**src/rtl/traffic_pkg.sv**
```systemverilog
// Shared types and constants for the intersection phase sequencer and its display path.
// Phase 7 (PH_FLASH) is reachable only when NIGHT_FLASH_EN is defined.
package traffic_pkg;

  typedef enum logic [2:0] {
    PH_ALL_RED  = 3'd0,
    PH_A_GREEN  = 3'd1,
    PH_A_YELLOW = 3'd2,
    PH_CLR_A    = 3'd3,
    PH_B_GREEN  = 3'd4,
    PH_B_YELLOW = 3'd5,
    PH_CLR_B    = 3'd6,
    PH_FLASH    = 3'd7
  } phase_e;

  // Lamp vectors are {red, yellow, green}.
  localparam logic [2:0] LAMP_R   = 3'b100;
  localparam logic [2:0] LAMP_Y   = 3'b010;
  localparam logic [2:0] LAMP_G   = 3'b001;
  localparam logic [2:0] LAMP_OFF = 3'b000;

  localparam int ALLRED_TICKS = 2;
  localparam int CLR_TICKS    = 1;

  // Normal successor; CLR_B wraps to A_GREEN, anything unexpected falls back to ALL_RED.
  function automatic phase_e next_phase(input phase_e p);
    phase_e n;
    case (p)
      PH_ALL_RED:  n = PH_A_GREEN;
      PH_A_GREEN:  n = PH_A_YELLOW;
      PH_A_YELLOW: n = PH_CLR_A;
      PH_CLR_A:    n = PH_B_GREEN;
      PH_B_GREEN:  n = PH_B_YELLOW;
      PH_B_YELLOW: n = PH_CLR_B;
      PH_CLR_B:    n = PH_A_GREEN;
      default:     n = PH_ALL_RED;
    endcase
    return n;
  endfunction

endpackage

```
**src/rtl/lamp_decode.sv**
```systemverilog
// Combinational phase -> lamp decode for both roads; also used by the display block.
// Only phases 1 and 4 drive a green, so both roads can never be green together.
module lamp_decode
  import traffic_pkg::*;
(
  input  logic [2:0] i_phase,
  input  logic       i_flash_lit,
  output logic [2:0] o_lamp_a,
  output logic [2:0] o_lamp_b
);

  always_comb begin
    o_lamp_a = LAMP_R;
    o_lamp_b = LAMP_R;
    case (i_phase)
      PH_A_GREEN:  o_lamp_a = LAMP_G;
      PH_A_YELLOW: o_lamp_a = LAMP_Y;
      PH_B_GREEN:  o_lamp_b = LAMP_G;
      PH_B_YELLOW: o_lamp_b = LAMP_Y;
      PH_FLASH: begin
        o_lamp_a = i_flash_lit ? LAMP_Y : LAMP_OFF;
        o_lamp_b = i_flash_lit ? LAMP_Y : LAMP_OFF;
      end
      default: ;
    endcase
  end

endmodule

```
**src/rtl/traffic_phase_ctrl.sv**
```systemverilog
// Two-road phase sequencer: tick-driven countdown, early-green skip, hold freeze.
// Define NIGHT_FLASH_EN to add the night input and the yellow-flash phase (sel=7).
module traffic_phase_ctrl
  import traffic_pkg::*;
#(
  parameter int DUR_W = 7
) (
  input  logic             clk,
  input  logic             rst_n,
  input  logic             tick,
  input  logic [DUR_W-1:0] g_end,
  input  logic [DUR_W-1:0] y_end,
  input  logic             hold,
  input  logic             skip,
`ifdef NIGHT_FLASH_EN
  input  logic             night,
`endif
  output logic [2:0]       sel,
  output logic [2:0]       lamp_a,
  output logic [2:0]       lamp_b,
  output logic [DUR_W-1:0] phase_left,
  output logic             phase_done
);

  phase_e           r_sel;
  logic [DUR_W-1:0] r_left;
  logic             r_done;
  phase_e           w_nsel;
  phase_e           w_succ;
  logic [DUR_W-1:0] w_nleft;
  logic             w_done;
  logic             w_tk;
  logic             w_green;
  logic             w_adv;
  logic             w_lit;

  // Duration loaded on entry to phase p; a programmed 0 counts as 1 tick.
  function automatic logic [DUR_W-1:0] dur_of(input phase_e p,
                                               input logic [DUR_W-1:0] g,
                                               input logic [DUR_W-1:0] y);
    logic [DUR_W-1:0] d;
    case (p)
      PH_ALL_RED:              d = DUR_W'(ALLRED_TICKS);
      PH_A_GREEN, PH_B_GREEN:  d = (g == '0) ? DUR_W'(1) : g;
      PH_A_YELLOW, PH_B_YELLOW: d = (y == '0) ? DUR_W'(1) : y;
      PH_FLASH:                d = '0;
      default:                 d = DUR_W'(CLR_TICKS);
    endcase
    return d;
  endfunction

`ifdef NIGHT_FLASH_EN
  logic r_lit;
  logic w_nlit;
`endif

  always_comb begin
    w_nsel  = r_sel;
    w_nleft = r_left;
    w_done  = 1'b0;
    w_adv   = 1'b0;
    w_tk    = tick & ~hold;
    w_green = (r_sel == PH_A_GREEN) || (r_sel == PH_B_GREEN);
    w_succ  = next_phase(r_sel);
`ifdef NIGHT_FLASH_EN
    w_nlit  = r_lit;
    if (night) begin
      w_succ = PH_FLASH;
    end
`endif
    if (r_sel == PH_FLASH) begin
`ifdef NIGHT_FLASH_EN
      if (w_tk) begin
        if (!night) begin
          w_nsel  = PH_ALL_RED;
          w_nleft = DUR_W'(ALLRED_TICKS);
          w_done  = 1'b1;
          w_nlit  = 1'b0;
        end else begin
          w_nlit = ~r_lit;
        end
      end
`else
      w_nsel  = PH_ALL_RED;
      w_nleft = DUR_W'(ALLRED_TICKS);
      w_done  = 1'b1;
`endif
    end else begin
      if (skip && w_green) begin
        w_adv = 1'b1;
      end else if (w_tk) begin
        if (r_left > DUR_W'(1)) begin
          w_nleft = r_left - DUR_W'(1);
        end else begin
          w_adv = 1'b1;
        end
      end
`ifdef NIGHT_FLASH_EN
      // Night request cuts a green short straight into flash.
      if (night && w_green) begin
        w_adv = 1'b1;
      end
`endif
      if (w_adv) begin
        w_nsel  = w_succ;
        w_nleft = dur_of(w_succ, g_end, y_end);
        w_done  = 1'b1;
`ifdef NIGHT_FLASH_EN
        w_nlit  = 1'b1;
`endif
      end
    end
  end

  always_ff @(posedge clk or negedge rst_n) begin
    if (!rst_n) begin
      r_sel  <= PH_ALL_RED;
      r_left <= DUR_W'(ALLRED_TICKS);
      r_done <= 1'b0;
    end else begin
      r_sel  <= w_nsel;
      r_left <= w_nleft;
      r_done <= w_done;
    end
  end

`ifdef NIGHT_FLASH_EN
  always_ff @(posedge clk or negedge rst_n) begin
    if (!rst_n) begin
      r_lit <= 1'b0;
    end else begin
      r_lit <= w_nlit;
    end
  end
  assign w_lit = r_lit;
`else
  assign w_lit = 1'b0;
`endif

  lamp_decode u_lamp_decode (
    .i_phase     (r_sel),
    .i_flash_lit (w_lit),
    .o_lamp_a    (lamp_a),
    .o_lamp_b    (lamp_b)
  );

  assign sel        = r_sel;
  assign phase_left = r_left;
  assign phase_done = r_done;

endmodule
```
**config.mk**
```make
export PLATFORM = sky130hd
export DESIGN_NAME = traffic_phase_ctrl
export DESIGN_NICKNAME = d
export VERILOG_FILES = /design/src/rtl/traffic_pkg.sv /design/src/rtl/lamp_decode.sv /design/src/rtl/traffic_phase_ctrl.sv
export SDC_FILE = /design/constraint.sdc
export NUM_CORES = 1
export LEC_CHECK = 0
export ABC_AREA = 1
export ABC_CLOCK_PERIOD_IN_PS = 4120
export BUFFER_PORTS_ARGS = -buffer_cell sky130_fd_sc_hd__buf_2
export CAP_MARGIN = 20
export CORE_ASPECT_RATIO = 0.75
export CORE_MARGIN = 1.5
export CORE_UTILIZATION = 39
export DETAILED_ROUTE_END_ITERATION = 8
export PLACE_DENSITY = 0.66
export SLEW_MARGIN = 20
export SYNTH_ARGS = -nofsm -noshare
export SYNTH_HDL_FRONTEND = slang
export SYNTH_SLANG_ARGS = --single-unit
```
**constraint.sdc**
```tcl
create_clock -name clk -period 4.12 [get_ports clk]
set_input_delay 0.206 -clock clk [delete_from_list [all_inputs] [get_ports clk]]
set_output_delay 0.206 -clock clk [all_outputs]
set_load 0.02 [all_outputs]
```
# After elaboration in Yosys (flattened, before gate mapping)
# Index checks and enable logic that the tools add are counted.
[word_totals]
out_inout_bits = 17
elab_cells = 52
regBits = 11
memories = 0
ramBits = 0
rom_bits = 0
input_bits = 19
latch_bits = 0
[op_classes]
n_eq_ne = 13
magnitude_cmp = 1
n_mul = 0
bitwise_logic = 2
div_mod_pow = 0
muxes = 19
shifts = 0
addsub = 1
n_reduce_logical = 13
[ops]
columns = ["op", "count"]
rows = [
  ["2-to-1 mux 7 bit", 7],
  ["case mux 7 bit (4 select lines)", 1],
  ["== test 3 bit (second input constant)", 7],
  ["case mux 3 bit (3 select lines)", 2],
  ["case mux 3 bit (6 select lines)", 1],
  ["logical NOT 7 bit", 2],
  ["== test 3 x 2 -> 1 bit (second input constant)", 3],
  ["> comparator 7 x 1 -> 1 bit (second input constant)", 1],
  ["subtractor 7 x 1 -> 7 bit (second input constant)", 1],
  ["== test 3 x 1 -> 1 bit (second input constant)", 2],
  ["logical NOT 3 bit", 2],
  ["2-to-1 mux 1 bit", 6],
  ["2-to-1 mux 3 bit", 2],
  ["nonzero test 3 bit", 2],
  ["OR reduction 2 bit", 3],
  ["!= test 3 x 2 -> 1 bit (second input constant)", 1],
  ["AND reduction 3 bit", 1],
  ["nonzero test 2 bit", 1],
  ["AND 1 bit", 1],
  ["logical AND 1 bit", 1],
  ["logical OR 1 bit", 1],
  ["inverter 1 bit", 1],
]

# Logic depth before layout (Yosys ltp)
# Gate-level depths: netlist of run 1.
[depth]
word_depth = 8
mapped_depth = 10
depth_no_buf = 10

# By module
# A second synthesis of run 1 with hierarchy kept.
[hier_totals]
cells_unflattened = 171
hier_area_um2 = 1086.0
[modules_own_cells]
columns = ["mod", "cells_per_inst", "area_each_um2", "n_inst", "seq_area_each_um2"]
rows = [
  ["traffic_phase_ctrl", 157, 1011.0, 1, 276.5],
  ["lamp_decode", 14, 75.1, 1, 0.0],
]

# Worst setup path after synthesis of run 1
# No wires, ideal clock.
[synth_timing]
path_kind = "register -> output"
startpoint = "register r_sel[1], in the netlist sel[1]"
endpoint = "output port lamp_a[2]"
slack_ps = 2526
n_path_buf = 0
required_ps = 3914
arrival_ps = 1388
path_stages_with_launch = 7
cell_sequence = "dfrtp_1 -> inv_2 -> nand2_1 -> inv_1 -> nand2_1 -> inv_1 -> nor3_1"
[synth_between]
elab_chain_len = 2
word_cells_on_any_way = 4
cone_classes = "eq/ne: 3; mux: 1"
[synth_rtl]
columns = ["element", "line_no", "source"]
rows = [
  ["from (decl)", "traffic_phase_ctrl.sv:25", "phase_e r_sel;"],
  ["from (signal assigned)", "traffic_phase_ctrl.sv:121", "r_sel <= w_nsel;"],
  ["== test 3 bit (tied with other cells)", "lamp_decode.sv:15", "case (i_phase)"],
  ["case mux 3 bit (3 select lines) (*)", "lamp_decode.sv:15", ""],
  ["to (decl)", "traffic_phase_ctrl.sv:19", "output logic [2:0] lamp_a,"],
]
# Mark *: on every way between the ends. The rest lies on a longest branch, timed or not.

# Final worst setup path of run 1
[layout_timing]
startpoint = "register r_left[1], in the netlist phase_left[1]"
endpoint = "register r_sel[0], in the netlist sel[0]"
[layout_between]
elab_chain_len = 6
[layout_rtl]
columns = ["element", "line_no", "source"]
rows = [
  ["from (decl)", "traffic_phase_ctrl.sv:26", "logic [DUR_W-1:0] r_left;"],
  ["from (signal assigned)", "traffic_phase_ctrl.sv:118", "r_left <= DUR_W'(ALLRED_TICKS);"],
  ["from (signal assigned)", "traffic_phase_ctrl.sv:122", "r_left <= w_nleft;"],
  ["> comparator 7 x 1 -> 1 bit", "traffic_phase_ctrl.sv:92", "if (r_left > DUR_W'(1)) begin"],
  ["2-to-1 mux 1 bit", "traffic_phase_ctrl.sv:92", ""],
  ["2-to-1 mux 1 bit", "traffic_phase_ctrl.sv:91", "end else if (w_tk) begin"],
  ["2-to-1 mux 1 bit", "traffic_phase_ctrl.sv:89", "if (skip && w_green) begin"],
  ["2-to-1 mux 1 bit", "traffic_phase_ctrl.sv:71", "if (r_sel == PH_FLASH) begin"],
  ["nonzero test 2 bit (no line)", "n/a", ""],
]
# No other way between the ends. The select of a mux whose other input is x is not followed.
# A chain may end at the register's enable or synchronous reset.

==> run metrics, run 1 <==
antenna cells=0; via count=approximately 1000; Synth Instances=149; crit path kind=flop to flop; Avg Inst Size Synth=~6.4 sq um; vias in the first global route=roughly 840; Post-CTS Setup Inserts=0; RSZ-0062 raised after global routing=no; Buffers on Ports=35; CP Data Required Time=between 4 and 5 ns; IO Count=36; Initial DRT Pass Iterations=4; worst path bufs/invs=2; CTS Buffer Depth=2; TritonCTS Buffers=3; register area share after synthesis=between 20% and 30%; Hold Path Class=input pin to flop; Worst-Skew Late Latency=roughly 0.27 ns; gr usage total=approximately 18%; hold path startpoint=y_end[4]; drt drc=0; global-route wire length before repair=roughly 3.5 mm; area of the multi-input gates=~570 sq um; Syn Nets=between 150 and 200; leading area contributor after synthesis=dfrtp_1; Worst-path clk slew=~0.07 ns; number of fill cells=approximately 240; initial DRC count=48; CP Capture Type=flop; Final setup viols=0; Power per Cell Area=just under 800 nW/um^2; Storage cell area=roughly 280 sq um; Worst EP arrival=roughly 1.8 ns; Initial Util=41.1%; Clock Sinks=11; Final #Nets=210; CTS resizes=0; ys async rst share=100%; Worst Setup SP=phase_left[1]; Syn-to-layout area delta=25.6%; Final ANT Viol Nets=0; Clock Skews=between 0.007 and 0.008 ns; Routability Congestion=roughly 0.8; EDFF count, synth=0; crit share post-route=39.3%; Area contributors post-synth=dfrtp_1 26%, nand2_1 21%, nand3_1 11%; post-route setup TNS=0 ns; Yosys warning total=0; CP max-delay cell=dfstp_2; max-slew violations=0; Cell Rows=15; largest net degree at the start of global routing=12; die width=~60 microns; Lkg Pwr=a little under 0.7 nW; chip height=about 46 microns; count leader, synth=nand2_1; Crit path max-delay family=flip-flops; max cap viols=0; Tot Pwr=~0.00093 W; Root Buffer=clkbuf_4; status=finished, final reports clean; most used cell, CP=nand2_4; share of layout cells above drive strength 1=27.7%; die area=about 2700 sq um; max incr delay on CP=approximately 0.57 ns; gr ovfl total=0; Main synth FF type=dfrtp_1; Synth top cells by count=53 x nand2_1, 20 x inv_1, 20 x nand3_1; Crit Reg-Reg Startpoint=phase_left[1]; Crit Path Max Fanout=10; HPWL after detailed placement=1.85 mm; Fin. Hold Viols=0; drt total wl=approximately 2.2 mm; Max Fclk=617 MHz; peak supply drop=around 0.00031 V; Core Area=about 2300 sq um; post-synthesis register bit count=11; synthesized area=948 sq um; worst rel slew slack=74.4%; cell breakdown of the critical path=inv_1 -> ha_1 -> o21bai_1 -> nand3_2 -> nand2_4 -> inv_4 -> nand2_4 -> xor2_1; post-synth cell types=26; CP Launch Type=flop; min Tclk post-route=1.62 ns; Slew @ Worst Pin=0.381 ns; vias per cell=between 4 and 5; CTS tree=built; H-tree levels=1; DR WL/cell=10.1 microns; initial antenna violation count=0; Synth top area share=between 20% and 30%; R2R Setup Slk=between 2 and 2.5 ns
[tightest hold or removal path, delay by kind of cell]
family / cells / cell delay (ns)
buf+inv: 1 / 0.09
simple gates: 4 / 0.24
[layout by cell type, fill, tap and decap left out]
master         instances
nand2_4                2
nand2_1               53
nand4_1                2
a21oi_1                1
buf_2                 35
xor2_1                 3
o21ai_2                1
o21ai_0                2
dfstp_2                1
xnor2_1                1
ha_1                   2
nor2_1                14
inv_4                  1
nor3_1                 2
nor2_2                 2
o21bai_1               1
nand3b_1               1
nand3_2                1
nand3_1               20
inv_1                 20
clkbuf_4               3
a21oi_4                1
inv_2                  3
nand3_4                1
nand2_2                1
clkbuf_1               1
dfrtp_1               10
o21ai_1                2
dlygate4sd3_1          1
[final cells by class]
| cell class | instances | share of cell area (%) |
|---|---|---|
| Tap cell | 34 | 3.57 |
| Sequential cell | 11 | 23.2 |
| Inverter | 24 | 7.77 |
| Clock buffer | 4 | 2.21 |
| Multi-Input combinational cell | 113 | 47.7 |
| Timing Repair Buffer | 36 | 15.5 |
[logic make-up after synthesis]
kind of cell	Yosys count	synth area share (%)
AND/OR/NAND/NOR	99	47.5
flip-flops	11	29.2
AO/OA/AOI/OAI	8	6.07
XOR/XNOR	4	3.69
buffers and inverters	25	10.9
adder cells (fa/ha/maj)	2	2.64
[per-layer routing]
layer	GRT usage, %	vias to the layer above	wire length (microns)
met2	24.3	30	926
met1	26.7	463	1170
met3	3.41	5	100
met4	6.67	0	35
met5	0	-	0
li1	-	543	-
[stage by stage]
stage	utilization (%)	hold WS, ns	cell area, sq um	cells	setup slack [ns]
finish	51.6	0.293	1190	222	2.50
detailed placement	50.0	0.0942	1150	217	2.50
floorplan	-	-0.0896	948	149	2.53
CTS	51.6	0.293	1190	222	2.49
global route	51.6	0.320	1190	222	2.33
global placement	50.0	0.0951	1150	217	2.56
[path summary, 6_finish.rpt]
check,to,cells after the start
setup / recovery,sel[0],8
hold / removal,phase_left[4],5
setup reg to reg,sel[0],8
hold reg to reg,phase_left[5],2
max in group asynchronous,phase_left[1],2
min in group asynchronous,phase_left[2],2
[repair_timing]
action,CTS,global route
hold endpoints to repair,10,0
endpoints found under the setup margin,0,0
hold buffers,1,0
[sequential cells by signal, indices dropped and copies added, names as in the netlist]
register / count
phase_left: 7
phase_done: 1
sel: 3
[power breakdown]
part	internal [W]	total [W]	switching, W
registers	0.000163	0.000240	0.0000766
logic	0.000216	0.000619	0.000403
clock network	0.0000375	0.0000737	0.0000361
total	0.000416	0.000932	0.000516
Note: power is estimated with default switching activity, not from simulation.
==> run 2, diff against run 1 <==
--- a/config.mk
+++ b/config.mk
@@ -6,7 +6,7 @@
 export NUM_CORES = 1
 export LEC_CHECK = 0
 export ABC_AREA = 1
-export ABC_CLOCK_PERIOD_IN_PS = 4120
+export ABC_CLOCK_PERIOD_IN_PS = 1500
 export BUFFER_PORTS_ARGS = -buffer_cell sky130_fd_sc_hd__buf_2
 export CAP_MARGIN = 20
 export CORE_ASPECT_RATIO = 0.75
==> constraint.sdc (replaced) <==
create_clock -name clk -period 1.5 [get_ports clk]
set_input_delay 0.075 -clock clk [delete_from_list [all_inputs] [get_ports clk]]
set_output_delay 0.075 -clock clk [all_outputs]
set_load 0.02 [all_outputs]
==> run metrics, run 2 (synthesized netlist as in run 1, its figures left out) <==
Slew @ Worst Pin=approximately 0.36 ns; Hold Path Class=input pin to flop; CTS Buffer Depth=2; max-slew violations=0; RSZ-0062 raised after global routing=yes; peak supply drop=~0.00090 V; largest net degree at the start of global routing=12; Worst EP arrival=about 1.7 ns; Initial DRT Pass Iterations=5; CP Capture Type=flop; Final setup viols=2; number of fill cells=218; Lkg Pwr=roughly 0.77 nW; most frequent cells in the layout=52 x nand2_1, 35 x buf_2, 18 x inv_1; post-route setup slack=-0.0110 ns; DR WL/cell=11.4 microns; Tot Pwr=around 0.0030 W; Final #Nets=between 200 and 250; Max Fclk=662 MHz; Core Area=roughly 2300 sq um; status=complete, but fails checks; max incr delay on CP=around 0.54 ns; Buffers on Ports=35; failing checks=negative setup slack; die area=between 2000 and 3000 sq um; Root Buffer=clkbuf_4; global-route wire length before repair=approximately 4 mm; Cell Rows=15; cell breakdown of the critical path=inv_2 -> ha_4 -> o21bai_4 -> nand3_4 -> nand2_4 -> inv_4 -> nand2_4 -> xor2_1; Worst-path clk slew=around 0.070 ns; CP Data Required Time=roughly 1.7 ns; initial antenna violation count=0; initial DRC count=27; worst path bufs/invs=2; gr ovfl total=0; vias in the first global route=roughly 940; crit path kind=flop to flop; most used cell, CP=nand2_4; Worst-Skew Late Latency=~0.27 ns; Clock Skews=about 0.00027 ns; Crit path max-delay family=flip-flops; CTS tree=built; antenna cells=0; chip height=around 46 microns; IO Count=36; area of the multi-input gates=641 sq um; drt total wl=~2.7 mm; min Tclk post-route=roughly 1.5 ns; Layout Cells excl Fill=236; Crit Path Max Fanout=5; drt drc=0; gr usage total=about a fifth; vias per cell=roughly 4.8; Clock Sinks=11; final hold slack=0.164 ns; Syn-to-layout area delta=44.3%; CP max-delay cell=dfstp_2; max cap viols=0; Power per Cell Area=2200 nW/um^2; worst rel slew slack=approximately three quarters; via count=approximately 1100; Initial Util=between 40% and 50%; die width=around 60 microns; HPWL after detailed placement=~2 mm; H-tree levels=1; Fin. Hold Viols=0; CP Launch Type=flop; TritonCTS Buffers=3; Routability Congestion=~0.83; Final ANT Viol Nets=0; crit share post-route=101%; share of layout cells above drive strength 1=roughly two fifths; commonest non-fill, non-tap cell in the layout=nand2_1; Storage cell area=about 280 sq um; max reg flops=7; cell count after placement=approximately 220
==> run 2: timing repair <==
item / 4_1_cts / 5_1_grt
resized for setup: 2 / 14
setup endpoints to repair: 5 / 11
pin swaps: 3 / 8
gates cloned: 1 / 0
hold buffers: 1 / 0
endpoints found under the hold margin: 11 / 0
buffers inserted: 2 / 7
==> run 2: final timing paths <==
check	start	endpoint	slack [ns]	cells after the start
worst min register to register	phase_left[5]	phase_left[5]	0.54	2
max in group asynchronous	rst_n	phase_left[1]	1.01	2
worst min-delay path	g_end[4]	phase_left[4]	0.16	5
worst max register to register	phase_left[1]	sel[0]	-0.01	8
min in group asynchronous	rst_n	sel[2]	0.23	2
worst max-delay path	phase_left[1]	sel[0]	-0.01	8
==> run 2: through the flow <==
step | cell area, sq um | setup TNS (ns) | util (%) | setup slack [ns]
CTS | 1250 | 0 | 54.0 | 0.00274
finish | 1370 | -0.0120 | 59.3 | -0.0110
floorplan | 951 | -0.0805 | - | -0.0450
global placement | 1190 | 0 | 51.4 | 0.0107
global route | 1370 | -0.488 | 59.3 | -0.0644
detailed placement | 1190 | -0.0388 | 51.4 | -0.0250
==> run 2: routing by layer <==
layer	track usage (%)	vias up	part of all wire (%)
met4	5.33	0	2.5
li1	-	573	-
met3	4.26	7	4.7
met1	27.4	505	48
met2	33.7	40	45
met5	0	-	0
==> run 2: power by group <==
part | internal [W] | switching (W) | leakage [nW]
logic | 0.000824 | 0.00134 | 0.620
registers | 0.000455 | 0.000186 | 0.132
clock network | 0.000103 | 0.0000994 | 0.0150
==> run 2: cell type report <==
| type | count | share of cell area [%] |
|---|---|---|
| sequential | 11 | 20.5 |
| inverter | 24 | 6.76 |
| timing repair buffer | 49 | 20.9 |
| clock buffer | 4 | 1.92 |
| multi-input combinational | 114 | 46.8 |
| tap | 34 | 3.11 |
==> run 2: worst min-delay path: cells and delay by family <==
kind                   cells  cell delay [ns]
buffers and inverters      1             0.09
AND/OR/NAND/NOR            4             0.24
